[src/rtl/nstack_pkg.sv]
// Shared definitions for the stack decoder and the hardware LIFO behind it.
// Holds the write-back code that targets the stack, the opcodes and the default geometry.
package nstack_pkg;

  localparam logic [7:0] STACK_TOP_REG = 8'b0010_0000;

  localparam logic [7:0] OP_POP   = 8'h01;
  localparam logic [7:0] OP_PUSH  = 8'h02;
  localparam logic [7:0] OP_PUSHI = 8'h03;
  localparam logic [7:0] OP_GSA   = 8'h04;

  localparam int unsigned DEFAULT_DEPTH = 64;
  localparam int unsigned DEFAULT_WIDTH = 32;

  typedef enum logic [1:0] {
    REQ_NONE = 2'b00,
    REQ_POP  = 2'b01,
    REQ_PUSH = 2'b10,
    REQ_SWAP = 2'b11
  } stack_req_e;

endpackage

[src/rtl/nstack_mem.sv]
// Storage for every stack entry below the cached top.
// One synchronous write port, one asynchronous read port.
module nstack_mem
  import nstack_pkg::*;
#(
  parameter int unsigned ENTRIES = DEFAULT_DEPTH - 1,
  parameter int unsigned WIDTH   = DEFAULT_WIDTH,
  parameter int unsigned AW      = 6
) (
  input  logic             clock,
  input  logic             wr_en,
  input  logic [AW-1:0]    wr_addr,
  input  logic [WIDTH-1:0] wr_data,
  input  logic [AW-1:0]    rd_addr,
  output logic [WIDTH-1:0] rd_data
);

  logic [WIDTH-1:0] mem_q [ENTRIES];

  // NOTE: the array has no reset; a slot is only read after a push has written it.
  always_ff @(posedge clock) begin
    if (wr_en) begin
      mem_q[wr_addr] <= wr_data;
    end
  end

  assign rd_data = mem_q[rd_addr];

endmodule

[src/rtl/nstack_unit.sv]
// Hardware LIFO serving the stack decoder: registered top-of-stack, DEPTH-1 entry
// array beneath it, registered count/full/empty and sticky overflow/underflow flags.
module nstack_unit
  import nstack_pkg::*;
#(
  parameter int unsigned DEPTH         = DEFAULT_DEPTH,
  parameter int unsigned WIDTH         = DEFAULT_WIDTH,
  parameter logic [7:0]  STACK_TOP_REG = nstack_pkg::STACK_TOP_REG
) (
  input  logic             clock,
  input  logic             reset,
  input  logic             STACK_pop_flag,
  input  logic             STACK_write_back_flag,
  input  logic [7:0]       STACK_write_back_code,
  input  logic [WIDTH-1:0] STACK_write_back_value,
  input  logic             err_clear,
  output logic [WIDTH-1:0] STACK_TOP,
  output logic [15:0]      STACK_AMOUNT,
  output logic             stack_full,
  output logic             stack_empty,
  output logic             overflow_err,
  output logic             underflow_err
);

  localparam int unsigned CW = $clog2(DEPTH + 1);
  localparam int unsigned AW = (DEPTH - 1 > 1) ? $clog2(DEPTH - 1) : 1;

  if (DEPTH < 2 || DEPTH > 65535) begin : g_bad_depth
    $fatal(1, "nstack_unit: DEPTH must be in 2..65535");
  end

  logic [CW-1:0]    count_q, count_d;
  logic [WIDTH-1:0] tos_q, tos_d;
  logic             full_q, full_d;
  logic             empty_q, empty_d;
  logic             ovf_q, ovf_d;
  logic             unf_q, unf_d;

  logic             push, pop;
  stack_req_e       req;
  logic             mem_wr_en;
  logic [AW-1:0]    mem_wr_addr, mem_rd_addr;
  logic [WIDTH-1:0] mem_rd_data;

  assign push = STACK_write_back_flag && (STACK_write_back_code == STACK_TOP_REG);
  assign pop  = STACK_pop_flag;
  assign req  = stack_req_e'({push, pop});

  // Entry below the top sits at count-2; a spilled top goes to count-1.
  assign mem_wr_addr = AW'(count_q - CW'(1));
  assign mem_rd_addr = AW'(count_q - CW'(2));

  nstack_mem #(
    .ENTRIES (DEPTH - 1),
    .WIDTH   (WIDTH),
    .AW      (AW)
  ) u_mem (
    .clock   (clock),
    .wr_en   (mem_wr_en),
    .wr_addr (mem_wr_addr),
    .wr_data (tos_q),
    .rd_addr (mem_rd_addr),
    .rd_data (mem_rd_data)
  );

  // NOTE: every signal driven here gets a default first so no latch is inferred.
  always_comb begin
    count_d   = count_q;
    tos_d     = tos_q;
    mem_wr_en = 1'b0;
    ovf_d     = ovf_q && !err_clear;
    unf_d     = unf_q && !err_clear;

    unique case (req)
      REQ_PUSH: begin
        if (count_q == CW'(DEPTH)) begin
          ovf_d = 1'b1;
        end else begin
          mem_wr_en = (count_q != '0);
          tos_d     = STACK_write_back_value;
          count_d   = count_q + CW'(1);
        end
      end
      REQ_POP: begin
        if (count_q == '0) begin
          unf_d = 1'b1;
        end else if (count_q == CW'(1)) begin
          tos_d   = '0;
          count_d = '0;
        end else begin
          tos_d   = mem_rd_data;
          count_d = count_q - CW'(1);
        end
      end
      REQ_SWAP: begin
        tos_d = STACK_write_back_value;
        if (count_q == '0) begin
          count_d = CW'(1);
          unf_d   = 1'b1;
        end
      end
      default: ;
    endcase

    full_d  = (count_d == CW'(DEPTH));
    empty_d = (count_d == '0);
  end

  // NOTE: sequential state uses non-blocking assignments so all flops update together.
  always_ff @(posedge clock or posedge reset) begin
    if (reset) begin
      count_q <= '0;
      tos_q   <= '0;
      full_q  <= 1'b0;
      empty_q <= 1'b1;
      ovf_q   <= 1'b0;
      unf_q   <= 1'b0;
    end else begin
      count_q <= count_d;
      tos_q   <= tos_d;
      full_q  <= full_d;
      empty_q <= empty_d;
      ovf_q   <= ovf_d;
      unf_q   <= unf_d;
    end
  end

  assign STACK_TOP     = tos_q;
  assign STACK_AMOUNT  = 16'(count_q);
  assign stack_full    = full_q;
  assign stack_empty   = empty_q;
  assign overflow_err  = ovf_q;
  assign underflow_err = unf_q;

endmodule

[config.mk]
export PLATFORM = sky130hd
export DESIGN_NAME = nstack_unit
export DESIGN_NICKNAME = d
export VERILOG_FILES = /design/src/rtl/nstack_pkg.sv /design/src/rtl/nstack_mem.sv /design/src/rtl/nstack_unit.sv
export SDC_FILE = /design/constraint.sdc
export NUM_CORES = 2
export LEC_CHECK = 0
export CORE_MARGIN = 5
export CORE_UTILIZATION = 35
export CTS_BUF_LIST = sky130_fd_sc_hd__clkbuf_4 sky130_fd_sc_hd__clkbuf_8 sky130_fd_sc_hd__clkbuf_16
export CTS_CLUSTER_DIAMETER = 50
export DETAILED_ROUTE_END_ITERATION = 8
export PLACE_DENSITY_LB_ADDON = 0.3
export SLEW_MARGIN = 20
export SYNTH_ARGS = -nofsm -noshare
export SYNTH_HDL_FRONTEND = slang
export SYNTH_SLANG_ARGS = --single-unit
[constraint.sdc]
create_clock -name clock -period 9.5 [get_ports clock]
set_clock_uncertainty 0.05 [all_clocks]
set_input_delay 1.9 -clock clock [delete_from_list [all_inputs] [get_ports clock]]
set_output_delay 1.9 -clock clock [all_outputs]
set_load 0.02 [all_outputs]
==> impl_metrics.xml <==
<?xml version="1.0" encoding="UTF-8"?>
<metrics>
  <group name="synthesis">
    <metric name="async_reset_ff_frac" unit="">0.02088</metric>
    <metric name="post_synth_inst_count" unit="">3876</metric>
    <metric name="synth.distinct_cells" unit="">81</metric>
    <metric name="yosys_warnings" unit="">0</metric>
    <metric name="yosys_register_bits" unit="">2059</metric>
    <metric name="post_synth_edffs" unit="">2016</metric>
    <metric name="synth_sequential_area_ratio" unit="">0.7651</metric>
    <metric name="post_synth_instance_area" unit="sq mm">0.08053</metric>
    <metric name="synth_area_per_cell" unit="sq um">20.78</metric>
    <metric name="ys_dominant_reg_cell" unit="">sky130_fd_sc_hd__edfxtp_1</metric>
  </group>
  <group name="final_layout">
    <metric name="most_frequent_standard_cell_in_the_layout_excluding_fill_and_tap_cells" unit="">sky130_fd_sc_hd__edfxtp_1</metric>
    <metric name="commonest_cells_after_routing_fill_and_taps_aside" unit="">sky130_fd_sc_hd__edfxtp_1, sky130_fd_sc_hd__mux4_2, sky130_fd_sc_hd__nand2_1</metric>
    <metric name="nFillCells" unit="">20180</metric>
    <metric name="fraction_of_final_layout_cells_with_drive_strength_greater_than_1" unit="">0.2614</metric>
    <metric name="fin_area" unit="sq mm">0.09328</metric>
    <metric name="layout.nets" unit="">4155</metric>
    <metric name="final_util" unit="">0.4065</metric>
    <metric name="stdcell_count" unit="">7323</metric>
    <metric name="area.growth.synth_to_final" unit="%">15.83</metric>
  </group>
  <group name="power">
    <metric name="power.internal" unit="mW">19.96</metric>
    <metric name="swShare" unit="">0.3936</metric>
    <metric name="switchingPower" unit="mW">12.96</metric>
    <metric name="share_of_power_burned_in_the_clock_network" unit="">0.258</metric>
    <metric name="share_comb_of_total_power" unit="">0.379</metric>
    <metric name="share_seq_of_total_power" unit="">0.363</metric>
    <metric name="pwr_density_cell" unit="mW/mm^2">352.8</metric>
    <metric name="leakagePower" unit="nW">28.83</metric>
    <metric name="power.ir.vdd_worst" unit="V">0.0003713</metric>
  </group>
  <group name="floorplanning">
    <metric name="design.core.area" unit="sq mm">0.2295</metric>
    <metric name="floorplan.die.width" unit="microns">489.7</metric>
    <metric name="die-area" unit="sq mm">0.2398</metric>
    <metric name="num_io_pins" unit="">97</metric>
    <metric name="initial_core_util" unit="">0.3510</metric>
    <metric name="die_h" unit="microns">489.7</metric>
    <metric name="core.rowCount" unit="">176</metric>
  </group>
  <group name="clock_tree">
    <metric name="cts_resized" unit="">0</metric>
    <metric name="postCtsHoldBufs" unit="">0</metric>
    <metric name="cts_htree_levels" unit="">4</metric>
    <metric name="post-cts-setup-buffers" unit="">0</metric>
    <metric name="clkSinkCount" unit="">2059</metric>
    <metric name="clk_root_buffer_cell" unit="">sky130_fd_sc_hd__clkbuf_16</metric>
    <metric name="clock_tree.buffer_depth" unit="">3</metric>
    <metric name="cts_tree" unit="">built</metric>
    <metric name="clk_latency" unit="ps">860</metric>
    <metric name="worst_setup_hold_path_clk_slew" unit="ps">60</metric>
    <metric name="clock_buffers_created_by_tritoncts" unit="">214</metric>
  </group>
  <group name="sta">
    <metric name="finalSetupTns" unit="ps">0</metric>
    <metric name="period_minus_slack" unit="ps">5646</metric>
    <metric name="setup_viol" unit="">0</metric>
    <metric name="worst_slew_margin" unit="">0.1766</metric>
    <metric name="finalMaxSlewViolations" unit="">0</metric>
    <metric name="rsz0062_at_grt" unit="">false</metric>
    <metric name="hold_viol" unit="">0</metric>
    <metric name="worst-slew-pin-transition" unit="ps">1235</metric>
    <metric name="clock.fmax" unit="MHz">177.1</metric>
    <metric name="worst_slack" unit="ps">3854</metric>
    <metric name="layout_worst_path_cycle_share" unit="">0.5943</metric>
  </group>
  <group name="grt">
    <metric name="grt_usage" unit="">0.2038</metric>
    <metric name="maximum_number_of_pins_on_one_net_before_global_route_repair" unit="">103</metric>
    <metric name="antenna_found_initial" unit="">20</metric>
    <metric name="grt_pass1_wl" unit="microns">338600</metric>
    <metric name="grt.overflow.total" unit="">0</metric>
    <metric name="vias_in_the_first_global_route" unit="">40120</metric>
  </group>
  <group name="flow_run">
    <metric name="number_of_max_cap_violations" unit="">0</metric>
  </group>
  <group name="detailed_routing">
    <metric name="route.detailed.wl_per_inst" unit="microns">33.83</metric>
    <metric name="via_cell_ratio" unit="">5.696</metric>
    <metric name="drt_iter0_drc" unit="">5768</metric>
    <metric name="drcViolationCount" unit="">0</metric>
    <metric name="antenna_left" unit="">0</metric>
    <metric name="drt_wl_total" unit="microns">247800</metric>
    <metric name="drt_pre_antenna_iters" unit="">6</metric>
    <metric name="detailroute.via_count" unit="">41710</metric>
  </group>
  <group name="worst_setup_path">
    <metric name="worst_setup_path_end_kind" unit="">primary output</metric>
    <metric name="critical_path.max_fanout" unit="">66</metric>
    <metric name="worst_path_largest_cell_delay" unit="ps">830</metric>
    <metric name="crit_path_cell_trace" unit="">buf_12 -&gt; buf_4 -&gt; clkdlybuf4s50_1</metric>
    <metric name="worstPathBufferInverterCount" unit="">3</metric>
    <metric name="required" unit="ps">7550</metric>
    <metric name="cpMaxStageDelayCell" unit="">sky130_fd_sc_hd__dfrtp_4</metric>
    <metric name="critPathLaunchType" unit="">register</metric>
    <metric name="cp_data_arrival_time" unit="ps">3700</metric>
    <metric name="crit_family" unit="">buffers and inverters</metric>
    <metric name="critPathKind" unit="">register to primary output</metric>
  </group>
  <group name="placement">
    <metric name="hpwl" unit="microns">155000</metric>
    <metric name="globalplace.congestion" unit="">0.9291</metric>
    <metric name="buffer_ports.inserted" unit="">87</metric>
    <metric name="placed_area" unit="sq mm">0.08574</metric>
    <metric name="placed_cells" unit="">6901</metric>
    <metric name="post-place-ws" unit="ps">3199</metric>
  </group>
  <group name="hold_path">
    <metric name="hold_class" unit="">register to register</metric>
  </group>
  <group name="status">
    <metric name="run_status" unit="">completed</metric>
  </group>
</metrics>
==> cell usage after synthesis (all sizes together) (6+ instances only) <==
| master | n | area, sq um |
|---|---|---|
| mux2i | 147 | 1471 |
| nor3 | 35 | 196.4 |
| a21oi | 72 | 371.6 |
| nor2b | 9 | 56.30 |
| and3 | 34 | 212.7 |
| nand2 | 249 | 937.2 |
| a31oi | 20 | 125.1 |
| ha | 6 | 75.07 |
| o31ai | 10 | 75.07 |
| or3 | 9 | 56.30 |
| o211ai | 13 | 97.59 |
| dfrtp | 42 | 1051 |
| edfxtp | 2016 | 60540 |
| nand4 | 16 | 100.1 |
| o21ai | 29 | 145.1 |
| a22oi | 15 | 112.6 |
| clkbuf | 50 | 187.7 |
| a311oi | 19 | 166.4 |
| mux4 | 466 | 10500 |
| a221oi | 11 | 96.34 |
| mux2 | 11 | 123.9 |
| inv | 12 | 45.04 |
| o2111ai | 12 | 105.1 |
| a211oi | 50 | 375.4 |
| xnor2 | 7 | 76.32 |
| o22ai | 55 | 344.1 |
| nand3 | 53 | 265.3 |
| nor2 | 152 | 575.6 |
| nand2b | 7 | 43.79 |
| buf | 181 | 1376 |
==> final cells by class <==
cell class	instances	area [sq um]	area share
sequential	2059	61670	0.6611
inverter	12	45.04	0.0004829
antenna	4	10.01	0.0001073
clock buffer	261	5776	0.06191
tap	3026	3786	0.04059
timing repair buffer	235	2620	0.02809
multi-input combinational	1582	17930	0.1922
clock inverter	144	1445	0.01549
==> sequential cells by signal (all words and copies together), names as in the netlist <==
register	flops
count_q	7
STACK_TOP	32
stack_full	1
u_mem.mem_q	2016
overflow_err	1
stack_empty	1
underflow_err	1
==> per-stage QoR <==
step	hold slack [ps]	power [mW]
global route	490.6	33.74
finish	467.0	32.91
global placement	450.1	24.43
floorplan	575.5	18.56
detailed placement	458.4	24.52
CTS	471.1	32.96
==> per-layer routing <==
layer,vias to the layer above,global-route usage,part of all wire
met1,22460,0.2777,0.40
met2,2241,0.3191,0.47
met4,4,0.07587,0.042
met3,397,0.04980,0.094
li1,16610,-,-
met5,-,0,0.00010
==> power by group through the flow <==
| stage | registers (mW) | clock network (mW) | logic (mW) |
|---|---|---|---|
| final | 12.0 | 8.49 | 12.5 |
| after floorplan | 12.3 | 0 | 6.22 |
| after detailed placement | 12.2 | 0 | 12.4 |
| after global routing | 12.0 | 9.00 | 12.8 |
| after CTS | 12.0 | 8.61 | 12.4 |
| after global placement | 12.1 | 0 | 12.3 |
==> worst paths after layout <==
| path | from | end | slack, ps | cells after the start |
|---|---|---|---|---|
| max reg2reg | count_q[1]$_DFF_PP0_ | STACK_TOP[12]$_DFFE_PP0P_ | 4220 | 10 |
| min | underflow_err$_DFF_PP0_ | underflow_err$_DFF_PP0_ | 470 | 1 |
| max | count_q[0]$_DFF_PP0_ | STACK_AMOUNT[0] | 3850 | 3 |
| min in group asynchronous | reset | STACK_TOP[10]$_DFFE_PP0P_ | 1550 | 3 |
| min reg2reg | underflow_err$_DFF_PP0_ | underflow_err$_DFF_PP0_ | 470 | 1 |
| max in group asynchronous | reset | count_q[1]$_DFF_PP0_ | 7150 | 3 |
==> cell families (layout without fill, tap and decap cells) <==
family,Yosys count,count (layout),share of synthesized area
DFF,2059,2059,0.7651
and+or+nand+nor,587,587,0.03278
xor gates and xnor gates,10,10,0.001600
other,1,13,0.00004657
AOI/OAI and AO/OA,346,346,0.02943
adders and majority gates,6,6,0.0009322
buffers and inverters,243,652,0.01998
muxes,624,624,0.1501
Note: power is estimated with default switching activity, not from simulation.
